<file path="config.mk">
export PLATFORM = sky130hd
export DESIGN_NAME = ddr_rd_refill_ctrl_flat
export DESIGN_NICKNAME = d
export VERILOG_FILES = /design/src/rtl/ddr_rd_refill_ctrl_if.sv /design/src/rtl/ddr_rd_refill_ctrl.sv /design/src/flat_wrapper.sv
export SDC_FILE = /design/constraint.sdc
export NUM_CORES = 1
export LEC_CHECK = 0
export CAP_MARGIN = 5
export CORE_AREA = 2 2 97 99
export DETAILED_ROUTE_END_ITERATION = 6
export DIE_AREA = 0 0 99 101
export GPL_TIMING_DRIVEN = 0
export PLACE_DENSITY_LB_ADDON = 0.3
export SYNTH_ARGS = -nofsm -noshare
export SYNTH_HDL_FRONTEND = slang
export SYNTH_SLANG_ARGS = --single-unit
</file>
<file path="constraint.sdc">
create_clock -name clk -period 6.3 [get_ports clk]
set_input_delay 0.63 -clock clk [delete_from_list [all_inputs] [get_ports clk]]
set_output_delay 0.63 -clock clk [all_outputs]
set_load 0.005 [all_outputs]
</file>
<file path="src/rtl/ddr_rd_refill_ctrl_if.sv">
// rtl/ddr_rd_refill_ctrl_if.sv - AXI read address/data handshake bundle for the refill controller
interface ddr_rd_refill_ctrl_if #(
  parameter int ADDR_WIDTH = 28
);
  logic [ADDR_WIDTH-1:0] axi_araddr;
  logic [7:0]            axi_arlen;
  logic                  axi_arvalid;
  logic                  axi_arready;
  logic                  axi_rvalid;
  logic                  axi_rlast;
  logic [1:0]            axi_rresp;
  logic                  axi_rready;

  modport master (
    output axi_araddr, axi_arlen, axi_arvalid, axi_rready,
    input  axi_arready, axi_rvalid, axi_rlast, axi_rresp
  );

  modport slave (
    input  axi_araddr, axi_arlen, axi_arvalid, axi_rready,
    output axi_arready, axi_rvalid, axi_rlast, axi_rresp
  );
endinterface

</file>
<file path="src/rtl/ddr_rd_refill_ctrl.sv">
// rtl/ddr_rd_refill_ctrl.sv - DDR prefetch FIFO refill sequencer (optional stats: DDR_RD_REFILL_STAT_EN)
module ddr_rd_refill_ctrl #(
  parameter int ADDR_WIDTH       = 28,
  parameter int BURST_LEN        = 64,
  parameter int BYTES_PER_BEAT   = 16,
  parameter int FIFO_DEPTH_WIDTH = 10
) (
  input  logic                        clk,
  input  logic                        rst,
  input  logic                        rd_start,
  input  logic                        rd_flush,
  input  logic [ADDR_WIDTH-1:0]       rd_base_addr,
  input  logic [ADDR_WIDTH-1:0]       rd_end_addr,
  input  logic [FIFO_DEPTH_WIDTH:0]   fifo_wr_cnt,
  output logic                        fifo_wr_en,
  ddr_rd_refill_ctrl_if.master        axi,
  output logic                        busy,
`ifdef DDR_RD_REFILL_STAT_EN
  output logic [31:0]                 stat_burst_cnt,
  output logic [15:0]                 stat_err_cnt,
`endif
  output logic                        flush_done
);

  localparam int SPACE_W = FIFO_DEPTH_WIDTH + 2;
  localparam logic [ADDR_WIDTH-1:0] BURST_BYTES = ADDR_WIDTH'(BURST_LEN * BYTES_PER_BEAT);

  typedef enum logic [1:0] {IDLE, CHECK, ADDR, DATA} state_t;

  state_t                state;
  logic [ADDR_WIDTH-1:0] ptr;
  logic                  start_q;
  logic                  flush_pend;
  logic [SPACE_W-1:0]    space;
  logic                  space_ok;
  logic [ADDR_WIDTH-1:0] nxt;
  logic                  wrap;

  // Free words on the write side; fifo_wr_cnt may exceed reality, never undercount
  assign space    = SPACE_W'(1 << FIFO_DEPTH_WIDTH) - SPACE_W'(fifo_wr_cnt);
  assign space_ok = (space >= SPACE_W'(BURST_LEN));

  // Next burst start; fall back to base if the following burst would cross the end
  assign nxt  = ptr + BURST_BYTES;
  assign wrap = (nxt + BURST_BYTES) > rd_end_addr;

  assign axi.axi_arlen = 8'(BURST_LEN - 1);
  assign fifo_wr_en    = axi.axi_rvalid & axi.axi_rready;

  // Burst sequencing, region pointer and flush handling
  always_ff @(posedge clk or posedge rst) begin
    if (rst) begin
      state           <= IDLE;
      ptr             <= '0;
      start_q         <= 1'b0;
      flush_pend      <= 1'b0;
      flush_done      <= 1'b0;
      busy            <= 1'b0;
      axi.axi_arvalid <= 1'b0;
      axi.axi_araddr  <= '0;
      axi.axi_rready  <= 1'b0;
    end else begin
      start_q    <= rd_start;
      flush_done <= 1'b0;
      if (rd_start && !start_q) ptr <= rd_base_addr;
      case (state)
        IDLE: begin
          if (rd_flush) begin
            ptr        <= rd_base_addr;
            flush_done <= 1'b1;
          end
          if (rd_start) begin
            state <= CHECK;
            busy  <= 1'b1;
          end
        end
        CHECK: begin
          if (rd_flush) begin
            ptr        <= rd_base_addr;
            flush_done <= 1'b1;
            state      <= IDLE;
            busy       <= 1'b0;
          end else if (!rd_start) begin
            state <= IDLE;
            busy  <= 1'b0;
          end else if (space_ok) begin
            state           <= ADDR;
            axi.axi_arvalid <= 1'b1;
            axi.axi_araddr  <= ptr;
          end
        end
        ADDR: begin
          if (rd_flush) flush_pend <= 1'b1;
          if (axi.axi_arready) begin
            axi.axi_arvalid <= 1'b0;
            axi.axi_rready  <= 1'b1;
            state           <= DATA;
            ptr             <= wrap ? rd_base_addr : nxt;
          end
        end
        DATA: begin
          if (axi.axi_rvalid && axi.axi_rlast) begin
            axi.axi_rready <= 1'b0;
            state          <= IDLE;
            busy           <= 1'b0;
            if (flush_pend || rd_flush) begin
              ptr        <= rd_base_addr;
              flush_done <= 1'b1;
              flush_pend <= 1'b0;
            end
          end else if (rd_flush) begin
            flush_pend <= 1'b1;
          end
        end
        default: state <= IDLE;
      endcase
    end
  end

`ifdef DDR_RD_REFILL_STAT_EN
  logic [7:0]  beat_idx;
  logic        beat;
  logic [1:0]  err_inc;
  logic [16:0] err_sum;

  assign beat    = axi.axi_rvalid & axi.axi_rready;
  assign err_inc = 2'((axi.axi_rresp != 2'b00)) +
                   2'(axi.axi_rlast && (beat_idx != 8'(BURST_LEN - 1)));
  assign err_sum = {1'b0, stat_err_cnt} + 17'(err_inc);

  // Burst count wraps; error count saturates; beat index restarts on every AR handshake
  always_ff @(posedge clk or posedge rst) begin
    if (rst) begin
      stat_burst_cnt <= '0;
      stat_err_cnt   <= '0;
      beat_idx       <= '0;
    end else begin
      if (axi.axi_arvalid && axi.axi_arready) begin
        stat_burst_cnt <= stat_burst_cnt + 32'd1;
        beat_idx       <= '0;
      end else if (beat) begin
        beat_idx <= beat_idx + 8'd1;
      end
      if (beat) stat_err_cnt <= err_sum[16] ? 16'hFFFF : err_sum[15:0];
    end
  end
`else
  logic unused_rresp;
  assign unused_rresp = ^axi.axi_rresp;
`endif

endmodule

</file>
<file path="src/flat_wrapper.sv">
// flat-port wrapper written by rule: the top's interface ports become plain ports
module ddr_rd_refill_ctrl_flat 
#(
  parameter int ADDR_WIDTH       = 28,
  parameter int BURST_LEN        = 64,
  parameter int BYTES_PER_BEAT   = 16,
  parameter int FIFO_DEPTH_WIDTH = 10
)
  (clk, rst, rd_start, rd_flush, rd_base_addr, rd_end_addr, fifo_wr_cnt, fifo_wr_en, busy, flush_done, axi_axi_araddr, axi_axi_arlen, axi_axi_arvalid, axi_axi_rready, axi_axi_arready, axi_axi_rvalid, axi_axi_rlast, axi_axi_rresp);
  ddr_rd_refill_ctrl_if #(.ADDR_WIDTH(ADDR_WIDTH)) axi_i ();
  input  logic clk;
  input  logic rst;
  input  logic rd_start;
  input  logic rd_flush;
  input  logic [ADDR_WIDTH-1:0] rd_base_addr;
  input  logic [ADDR_WIDTH-1:0] rd_end_addr;
  input  logic [FIFO_DEPTH_WIDTH:0] fifo_wr_cnt;
  output logic fifo_wr_en;
  output logic busy;
  output logic flush_done;
  output wire logic [$bits(axi_i.axi_araddr)-1:0] axi_axi_araddr;
  output wire logic [$bits(axi_i.axi_arlen)-1:0] axi_axi_arlen;
  output wire logic [$bits(axi_i.axi_arvalid)-1:0] axi_axi_arvalid;
  output wire logic [$bits(axi_i.axi_rready)-1:0] axi_axi_rready;
  input wire logic [$bits(axi_i.axi_arready)-1:0] axi_axi_arready;
  input wire logic [$bits(axi_i.axi_rvalid)-1:0] axi_axi_rvalid;
  input wire logic [$bits(axi_i.axi_rlast)-1:0] axi_axi_rlast;
  input wire logic [$bits(axi_i.axi_rresp)-1:0] axi_axi_rresp;
  assign axi_axi_araddr = axi_i.axi_araddr;
  assign axi_axi_arlen = axi_i.axi_arlen;
  assign axi_axi_arvalid = axi_i.axi_arvalid;
  assign axi_axi_rready = axi_i.axi_rready;
  assign axi_i.axi_arready = axi_axi_arready;
  assign axi_i.axi_rvalid = axi_axi_rvalid;
  assign axi_i.axi_rlast = axi_axi_rlast;
  assign axi_i.axi_rresp = axi_axi_rresp;
  ddr_rd_refill_ctrl #(.ADDR_WIDTH(ADDR_WIDTH), .BURST_LEN(BURST_LEN), .BYTES_PER_BEAT(BYTES_PER_BEAT), .FIFO_DEPTH_WIDTH(FIFO_DEPTH_WIDTH)) u_core (.clk(clk), .rst(rst), .rd_start(rd_start), .rd_flush(rd_flush), .rd_base_addr(rd_base_addr), .rd_end_addr(rd_end_addr), .fifo_wr_cnt(fifo_wr_cnt), .fifo_wr_en(fifo_wr_en), .axi(axi_i), .busy(busy), .flush_done(flush_done));
endmodule
</file>
==> results.json, run 1 <==
{
  "multi_input_area_um2": 2770,
  "ctsResizeCount": 0,
  "grt_util_met2_pct": 44.2,
  "yosysWarnings": 0,
  "fin_setup_tns_ps": 0,
  "grt_antenna_before_repair": 0,
  "synth-xor-area-share_pct": 6.13,
  "clockBufferDepth": 2,
  "nFillCells": 761,
  "die_area_um2": 10000,
  "synth_cell_types": 63,
  "cts-htree-levels": 3,
  "track_usage_pct": 25.1,
  "synth-simple-area-share_pct": 16.7,
  "grt_pass1_wl_mm": 20.4,
  "r2r-end": "u_core.ptr[25]$_DFF_PP0_",
  "holdCritPathClass": "reg -> reg",
  "sw_frac_of_total_pct": 41.2,
  "path_class": "reg -> reg",
  "vias": 4401,
  "setup_ws_ps": 644,
  "syn_inst": 521,
  "overflow": 0,
  "routed_wl_mm": 12.5,
  "ys.flop_type": "dfrtp_1",
  "max_stage_delay_ps": 770,
  "intPower_mw": 1.54,
  "cp_num_buf_inv": 4,
  "async_reset_ff_share_pct": 100,
  "ff2ff_setup_slack_ps": 640,
  "hpwl_mm": 9.67,
  "clock_latency_ps": 350,
  "synthAdderAreaFrac_pct": 7.96,
  "power_frac_clock_pct": 15.2,
  "die_h_um": 101,
  "fin_crit_sh_pct": 89.8,
  "start_util_pct": 52.5,
  "area_growth_syn_to_layout_pct": 30.8,
  "pwr-share-seq_pct": 28.1,
  "outcome": "finished, final reports clean",
  "path_depth": 17,
  "pwr_density_cell_nw_per_um2": 426,
  "postCtsHoldBufs": 0,
  "antennaDiodeCount": 0,
  "min_to": "u_core.axi.axi_araddr[23]$_DFFE_PP0P_",
  "whs_path_depth": 2,
  "worstRegToRegCells": 17,
  "worstPathRequired_ps": 6510,
  "drtPass1Iterations": 5,
  "min_period_ps": 5660,
  "cap_violations": 0,
  "layout.nets": 750,
  "stdcell_area_um2": 6170,
  "layout_common_cells": "clkdlybuf4s50_1, dfrtp_1, nand2_1, inv_1, mux2_2",
  "row_count": 35,
  "irDropWorstVdd_v": 0.000253,
  "p_sw_mw": 1.08,
  "grt_util_met1_pct": 32.1,
  "grt_pass1_vias": 4245,
  "grt_start_max_net_pins": 37,
  "cp.arrival_ps": 5870,
  "use_met3_pct": 4.44,
  "clock-sinks": 64,
  "placedInstanceArea_um2": 5950,
  "ios": 117,
  "final-hold-violation-count": 0,
  "synth_area_um2": 4710,
  "seq_area_frac_synth_pct": 34.0,
  "startpoint_type": "flop",
  "finish.utilization_pct": 68.7,
  "clock-skew-final_ps": 9.27,
  "drc": 0,
  "synth_edf_count": 0,
  "synth_seq_cells": 64,
  "synth_compound_area_share_pct": 18.7,
  "min_from": "u_core.axi.axi_araddr[23]$_DFFE_PP0P_",
  "portBuffers": 105,
  "pwr-share-comb_pct": 56.7,
  "core_um2": 8980,
  "regToRegStartpoint": "u_core.ptr[10]$_DFF_PP0_",
  "slew_headroom_pct": 45.1,
  "cts_tree": "built",
  "fp.dieW_um": 99,
  "ant_nets": 0,
  "layout_commonest_cell": "clkdlybuf4s50_1",
  "vias_per_cell": 5.79,
  "critical_path.top_delay_family": "simple AND/OR/NAND/NOR gates",
  "cp_cell_sequence": "clkbuf_1 > inv_1 > ha_1 > nor3_1 > and3_1 > o211ai_1 > nor4_4 > xor2_1 > ha_1 > nand4_1 > nor4_1 > nand2_1 > o21ai_1 > o21a_1 > buf_2 > buf_2 > o211ai_1",
  "slew_violations": 0,
  "avgSynthCellArea_um2": 9.05,
  "post-place-ws_ps": 903,
  "fmax_mhz": 177,
  "rsz0062_at_grt": "false",
  "slowest_stage": "nor4_1",
  "leakagePower_nw": 2.55,
  "synth_top_family_by_area": "compound AO/OA/AOI/OAI gates",
  "cts_setup_buffers": 0,
  "path_max_fanout": 10,
  "drive_gt1_share_pct": 12.9,
  "worst_slew_pin_slew_ps": 816,
  "drtIter0Drc": 258,
  "muxShareOfSynthArea_pct": 8.55,
  "routedWlPerCell_um": 16.4,
  "seqCellArea_um2": 1600,
  "gr-max-usage-layer": "met2",
  "clkTransAtPathRegs_ps": 80,
  "cts-root-buf": "clkbuf_8",
  "cts_made_buffers": 9,
  "endpoint_kind": "flop",
  "routabilityCongestion": 0.896,
  "setup_viol": 0
}
## through the flow
step / power [mW] / std cells / hold WS, ps
detailed placement: 2.22 / 744 / 477
global placement: 2.16 / 743 / 467
global route: 2.82 / 760 / 525
finish: 2.62 / 760 / 488
CTS: 2.62 / 760 / 495
floorplan: 1.68 / 527 / 473
## tightest hold or removal path: cells and delay by family (launching register included)
kind	cells	cell delay [ps]
compound gates	1	60
flops	1	350
simple gates	1	50
## sequential cells by signal, indices dropped and copies added, names as in the netlist, named ones only
signal and cells:
u_core.axi.axi_araddr 28, u_core.ptr 28, u_core.axi.axi_arvalid 1, u_core.axi.axi_rready 1, u_core.busy 1, u_core.flush_done 1
u_core.flush_pend 1, u_core.start_q 1, u_core.state 1
## cells in the mapped netlist (all sizes together) (3+ instances only)
cell | n | area (um2)
a21o | 4 | 30.0
nor4 | 7 | 58.8
a21oi | 22 | 110
and2 | 4 | 25.0
xnor2 | 25 | 219
o2111ai | 7 | 61.3
nand3 | 12 | 60.1
nor2b | 9 | 56.3
ha | 30 | 375
buf | 25 | 156
o211ai | 33 | 248
dfrtp | 64 | 1600
a211oi | 4 | 30.0
inv | 36 | 135
xor2 | 8 | 70.1
mux2 | 34 | 383
nand4 | 11 | 75.1
clkbuf | 20 | 76.3
nand2 | 43 | 161
nor2 | 26 | 97.6
o21ai | 21 | 105
a22oi | 17 | 128
nand2b | 3 | 18.8
nor3 | 13 | 70.1
## worst max path at each step
stage	from	to	slack (ps)
floorplan	u_core.ptr[10]$_DFF_PP0_	u_core.ptr[16]$_DFF_PP0_	2090
global placement	u_core.ptr[10]$_DFF_PP0_	u_core.ptr[17]$_DFF_PP0_	960
detailed placement	u_core.ptr[10]$_DFF_PP0_	u_core.ptr[20]$_DFF_PP0_	900
CTS	u_core.ptr[10]$_DFF_PP0_	u_core.ptr[20]$_DFF_PP0_	860
global route	u_core.ptr[10]$_DFF_PP0_	u_core.ptr[25]$_DFF_PP0_	430
finish	u_core.ptr[10]$_DFF_PP0_	u_core.ptr[25]$_DFF_PP0_	640
## area by class of cell
class                           count  share of cell area [%]
Sequential cell                    64                    26.0
Buffer                             45                    3.77
Clock inverter                      7                    1.56
Inverter                           36                    2.19
Multi-Input combinational cell    382                    44.9
Timing Repair Buffer              106                    17.4
Tap cell                          111                    2.25
Clock buffer                        9                    2.01
## kinds of logic (layout without fill, tap and decap cells)
kind of cell               Yosys count  count (layout)
AOI/OAI and AO/OA                  127             127
xor gates and xnor gates            33              33
adders and majority gates           30              30
buffers and inverters               81             203
DFF                                 64              64
muxes                               36              36
other                                2               8
and+or+nand+nor                    148             148
## power groups by stage
stage	clock network, mW	logic, mW	registers, mW
4_1_cts	0.402	1.48	0.737
3_3_place_gp	0	1.43	0.734
2_1_floorplan	0	0.960	0.721
3_5_place_dp	0	1.48	0.743
6_report	0.399	1.49	0.738
5_1_grt	0.423	1.64	0.761
## per-layer routing
layer  share of wire [%]  vias up
li1                    -     2127
met1                  43     2082
met2                  49      180
met3                 6.6       12
met4                0.98        0
met5                   0        -
(Power assumes the default switching activity.)
==> inputs of run 2 (changes only) <==
Settings changed: CTS_CLUSTER_DIAMETER set to 50.
==> results of run 2 <==
Same layout as run 1: the final DEF is identical, and so are final timing and power.
